### src/rtl/fetch_ctrl.sv
// Instruction-fetch sequencer: owns the PC, issues one instruction-bus request
// at a time and buffers a single fetched instruction for decode.
//
// state | meaning
// ------+-----------------------------------------------------------
// START | first cycle after reset, no request yet
// REQ   | request for ireq_addr outstanding, response will be used
// HOLD  | instruction buffered, waiting for decode to accept
// KILL  | request still outstanding but its response will be dropped
module fetch_ctrl #(
  parameter logic [63:0] RESET_PC = 64'h8000_0000
) (
  input  logic        clk,
  input  logic        reset,
  output logic        ireq_valid,
  output logic [63:0] ireq_addr,
  input  logic        iresp_data_ok,
  input  logic [31:0] iresp_data,
  input  logic        redirect_valid,
  input  logic [63:0] redirect_pc,
  output logic        f_valid,
  output logic [63:0] f_pc,
  output logic [31:0] f_instr,
  input  logic        d_ready,
  output logic        busy
);

  localparam logic [63:0] RESET_PC_AL = {RESET_PC[63:2], 2'b00};

  typedef enum logic [1:0] {
    ST_START = 2'd0,
    ST_REQ   = 2'd1,
    ST_HOLD  = 2'd2,
    ST_KILL  = 2'd3
  } state_t;

  state_t      state, state_nxt;
  logic [63:0] pc, pc_nxt;
  logic [63:0] addr_nxt;
  logic [63:0] f_pc_nxt;
  logic [31:0] f_instr_nxt;
  logic        f_valid_nxt;
  logic [63:0] redir_pc;
  logic        redirect_lsb_unused;

  // Targets are word aligned; the low bits of a redirect are simply discarded.
  assign redir_pc            = {redirect_pc[63:2], 2'b00};
  assign redirect_lsb_unused = ^redirect_pc[1:0];

  assign ireq_valid = (state == ST_REQ) || (state == ST_KILL);
  assign busy       = ireq_valid;

  always_comb begin
    state_nxt   = state;
    pc_nxt      = pc;
    addr_nxt    = ireq_addr;
    f_pc_nxt    = f_pc;
    f_instr_nxt = f_instr;
    f_valid_nxt = f_valid;
    case (state)
      ST_START: begin
        state_nxt = ST_REQ;
        addr_nxt  = pc;
      end
      ST_REQ: begin
        if (redirect_valid && !iresp_data_ok) begin
          state_nxt = ST_KILL;
          pc_nxt    = redir_pc;
        end else if (redirect_valid && iresp_data_ok) begin
          pc_nxt    = redir_pc;
          addr_nxt  = redir_pc;
        end else if (iresp_data_ok) begin
          state_nxt   = ST_HOLD;
          f_instr_nxt = iresp_data;
          f_pc_nxt    = ireq_addr;
          f_valid_nxt = 1'b1;
          pc_nxt      = ireq_addr + 64'd4;
        end
      end
      ST_HOLD: begin
        // A redirect squashes the buffered instruction even if decode is ready.
        if (redirect_valid) begin
          state_nxt   = ST_REQ;
          f_valid_nxt = 1'b0;
          pc_nxt      = redir_pc;
          addr_nxt    = redir_pc;
        end else if (d_ready) begin
          state_nxt   = ST_REQ;
          f_valid_nxt = 1'b0;
          addr_nxt    = pc;
        end
      end
      ST_KILL: begin
        if (redirect_valid) begin
          pc_nxt = redir_pc;
        end
        if (iresp_data_ok) begin
          state_nxt = ST_REQ;
          addr_nxt  = redirect_valid ? redir_pc : pc;
        end
      end
      default: begin
        state_nxt = ST_START;
      end
    endcase
  end

  always_ff @(posedge clk) begin
    if (!reset) begin
      state     <= ST_START;
      pc        <= RESET_PC_AL;
      ireq_addr <= RESET_PC_AL;
      f_pc      <= 64'd0;
      f_instr   <= 32'd0;
      f_valid   <= 1'b0;
    end else begin
      state     <= state_nxt;
      pc        <= pc_nxt;
      ireq_addr <= addr_nxt;
      f_pc      <= f_pc_nxt;
      f_instr   <= f_instr_nxt;
      f_valid   <= f_valid_nxt;
    end
  end

endmodule

### config.mk
export PLATFORM = sky130hd
export DESIGN_NAME = fetch_ctrl
export DESIGN_NICKNAME = d
export VERILOG_FILES = /design/src/rtl/fetch_ctrl.sv
export SDC_FILE = /design/constraint.sdc
export NUM_CORES = 1
export LEC_CHECK = 0
export ABC_CLOCK_PERIOD_IN_PS = 1900
export BUFFER_PORTS_ARGS = -buffer_cell sky130_fd_sc_hd__buf_2
export CAP_MARGIN = 40
export CORE_ASPECT_RATIO = 1.1
export CORE_UTILIZATION = 48
export CTS_CLUSTER_DIAMETER = 200
export DETAILED_ROUTE_END_ITERATION = 12
export GPL_ROUTABILITY_DRIVEN = 1
export PLACE_DENSITY_LB_ADDON = 0.2
export RECOVER_POWER = 50
export SLEW_MARGIN = 5
export SYNTH_ARGS = -nofsm -noshare
export SYNTH_HDL_FRONTEND = slang
export SYNTH_SLANG_ARGS = --single-unit
### constraint.sdc
create_clock -name clk -period 1.9 [get_ports clk]
set_clock_uncertainty 0.05 [all_clocks]
set_input_delay 0.095 -clock clk [delete_from_list [all_inputs] [get_ports clk]]
set_output_delay 0.095 -clock clk [all_outputs]
set_load 0.05 [all_outputs]
==> results.json <==
{
  "syn_nets": 1393,
  "path_buf_inv": 4,
  "worst_slew_margin_rel_pct": 55.3,
  "synthesis.area_sq_um": 10600,
  "drv_cap": 0,
  "core_sq_um": 21400,
  "violations": "setup timing",
  "track_usage_pct": 30.2,
  "outcome": "finished with violations",
  "critical_path_arrival_ps": 2360,
  "slowest_stage": "dfxtp_4",
  "dieArea_sq_um": 22600,
  "postSynthCellCount": 1291,
  "yosysTopAreaCellShare_pct": 43.0,
  "synth.area.top_cells": "dfxtp_1 (43%), nand2_1 (8.5%), a21oi_1 (7.3%)",
  "min_period_ps": 1960,
  "num_vias": 11470,
  "initial_core_util_pct": 49.2,
  "final_common_cell": "nand2_1",
  "hold_ws_ps": 25.7,
  "clk_path_buf_depth": 3,
  "route.detailed.drc": 0,
  "yosys.area.top_type": "dfxtp_1",
  "critPathKind": "flop to flop",
  "die_y_um": 158,
  "hp-class": "input port to flop",
  "drt_wl_total_mm": 37.5,
  "ys_ff_latch": 227,
  "via_per_inst": 5.74,
  "leakage_nw": 5.98,
  "layout_common_cells": "nand2_1 (237), dfxtp_1 (182), clkbuf_1 (169)",
  "tritoncts": "built",
  "gp_congestion": 0.897,
  "endpoint_kind": "flop",
  "hpwl_mm": 22.7,
  "io_pins": 264,
  "routedWlPerCell_um": 18.7,
  "setup_viol": 11,
  "fin_ws_ps": -63.8,
  "clkLatencyLatePin_ps": 530,
  "regArea_sq_um": 4660,
  "yosysUniqueCellTypes": 54,
  "layout.nets": 1791,
  "multi_input_area_sq_um": 5880,
  "grt_overflow": 0,
  "ant_nets": 0,
  "fill_cells": 1783,
  "tightest_slew_ps": 673,
  "cts.sinks": 227,
  "hold_viol": 0,
  "root_buffer": "clkbuf_16",
  "drive_gt1_share_pct": 22.1,
  "fmax_mhz": 509,
  "synth-warning-count": 0,
  "grt_pass1_vias": 10362,
  "htree_levels": 1,
  "power.density_nw_per_um2": 866,
  "crit_chain": "nand4_1, buf_4, nor4_4, buf_6, buf_12, buf_4, nand4_1, xnor2_1, nand2_1, a31oi_1",
  "power_mw": 13.0,
  "cts_buffers": 25,
  "crit_fanout": 3,
  "seq_area_frac_synth_pct": 43.0,
  "grt_pass1_wl_mm": 53.9,
  "finalCritPeriodShare_pct": 103,
  "grt_start_max_net_pins": 118,
  "synthFlopType": "dfxtp_1",
  "fin_tns_setup_ps": -357,
  "antenna_found_initial": 0,
  "critical-path-top-delay-family": "buffers and inverters",
  "slowest_delay_ps": 340,
  "rsz0062_at_grt": "true",
  "drtPass1Iterations": 5,
  "clk_pin_slew_worst_paths_ps": 60,
  "drtIter0Drc": 888,
  "avgSynthCellArea_sq_um": 8.18,
  "synth_edf_count": 0,
  "syn_to_final_growth_pct": 42.7,
  "port_buffers": 261,
  "fp.dieW_um": 143,
  "ys_async_sr_fraction_pct": 0,
  "row_count": 56,
  "peakVddDrop_mv": 0.759,
  "startpoint_type": "flop",
  "required_ps": 2300,
  "slew_violations": 0
}
## layout make-up
cell class                      instances  area share, %
Multi-Input combinational cell        936           39.0
Sequential cell                       227           30.9
Timing Repair Buffer                  482           21.9
Clock buffer                           41           5.11
Tap cell                              290           2.41
Inverter                               17          0.457
Clock inverter                          4          0.133
Antenna cell                            1         0.0166
## worst reg2reg max path, delay by kind of cell, from the launching register on
kind | cells | cell delay, ps
buf+inv | 4 | 580
flops | 1 | 340
simple gates | 4 | 520
compound gates | 1 | 160
xor+xnor | 1 | 230
## power breakdown
group	leakage [nW]	total [mW]	internal, mW	switching (mW)
clock	0.388	4.73	2.76	1.97
sequential	1.88	5.36	5.10	0.260
combinational	3.71	2.95	1.02	1.93
## worst paths after layout
check,start,endpoint,slack (ps),cells past startpoint
worst max-delay path,ireq_addr[10],pc[42],-60,10
worst min-delay path,iresp_data_ok,state[0],30,5
worst max register to register,ireq_addr[10],pc[42],-60,10
worst min register to register,f_pc[35],f_pc[35],400,2
## through the flow
stage | setup slack, ps | cell area, sq um | util (%) | std cells
after global placement | -129 | 12900 | 60.3 | 1836
after detailed placement | -161 | 12900 | 60.3 | 1837
after floorplan | -267 | 10800 | - | 1291
after global routing | -175 | 15100 | 70.2 | 1997
final | -63.8 | 15100 | 70.2 | 1998
after CTS | -68.6 | 14800 | 69.1 | 1982
## cell families (layout without fill, tap and decap cells)
logic type,count (synthesis),in the layout,synth area share (%)
and+or+nand+nor,454,454,20.4
AOI/OAI and AO/OA,366,366,21.2
DFF,227,227,43.0
buffers and inverters,128,544,4.90
muxes,64,64,6.07
xor gates and xnor gates,51,51,4.23
adders and majority gates,1,1,0.119
other,0,1,0
## state kept, by name (all words and copies together), names as in the netlist
register	count
f_pc	64
ireq_addr	64
pc	64
f_instr	32
state	2
f_valid	1
## layer usage
layer	GRT usage, %	share of wire (%)	vias to the layer above
li1	-	-	5377
met1	37.4	41	5403
met2	52.1	48	591
met3	5.26	8.3	99
met4	11.1	3.3	0
met5	0	0	-
## cell usage after synthesis (3+ instances only)
cell type / count
clkbuf_1: 91
mux2i_1: 64
o22ai_1: 13
nor2_1: 91
a221oi_1: 7
o21a_1: 7
or2_2: 3
a211oi_1: 63
o211a_1: 3
inv_1: 16
nand2_1: 238
nand4_1: 17
o31a_1: 4
a31oi_1: 13
a21oi_1: 154
nand3_1: 20
and3_1: 27
dfxtp_1: 227
and2_1: 4
nor4_4: 3
a22oi_1: 15
xor2_1: 11
o21ai_0: 52
nor3_1: 7
o211ai_1: 6
nor4_1: 8
nor4_2: 5
nor3_2: 12
buf_2: 12
and4_1: 7
xnor2_1: 40
buf_1: 3
o221ai_1: 15
o21ai_1: 6
## repair_timing
action / CTS / global route
endpoints found under the hold margin: 156 / 0
resized for setup: 14 / 52
pin swaps: 7 / 41
buffers inserted: 4 / 9
setup endpoints to repair: 19 / 83
hold buffers: 95 / 0
gates cloned: 1 / 6
Note: power is estimated with default switching activity, not from simulation.
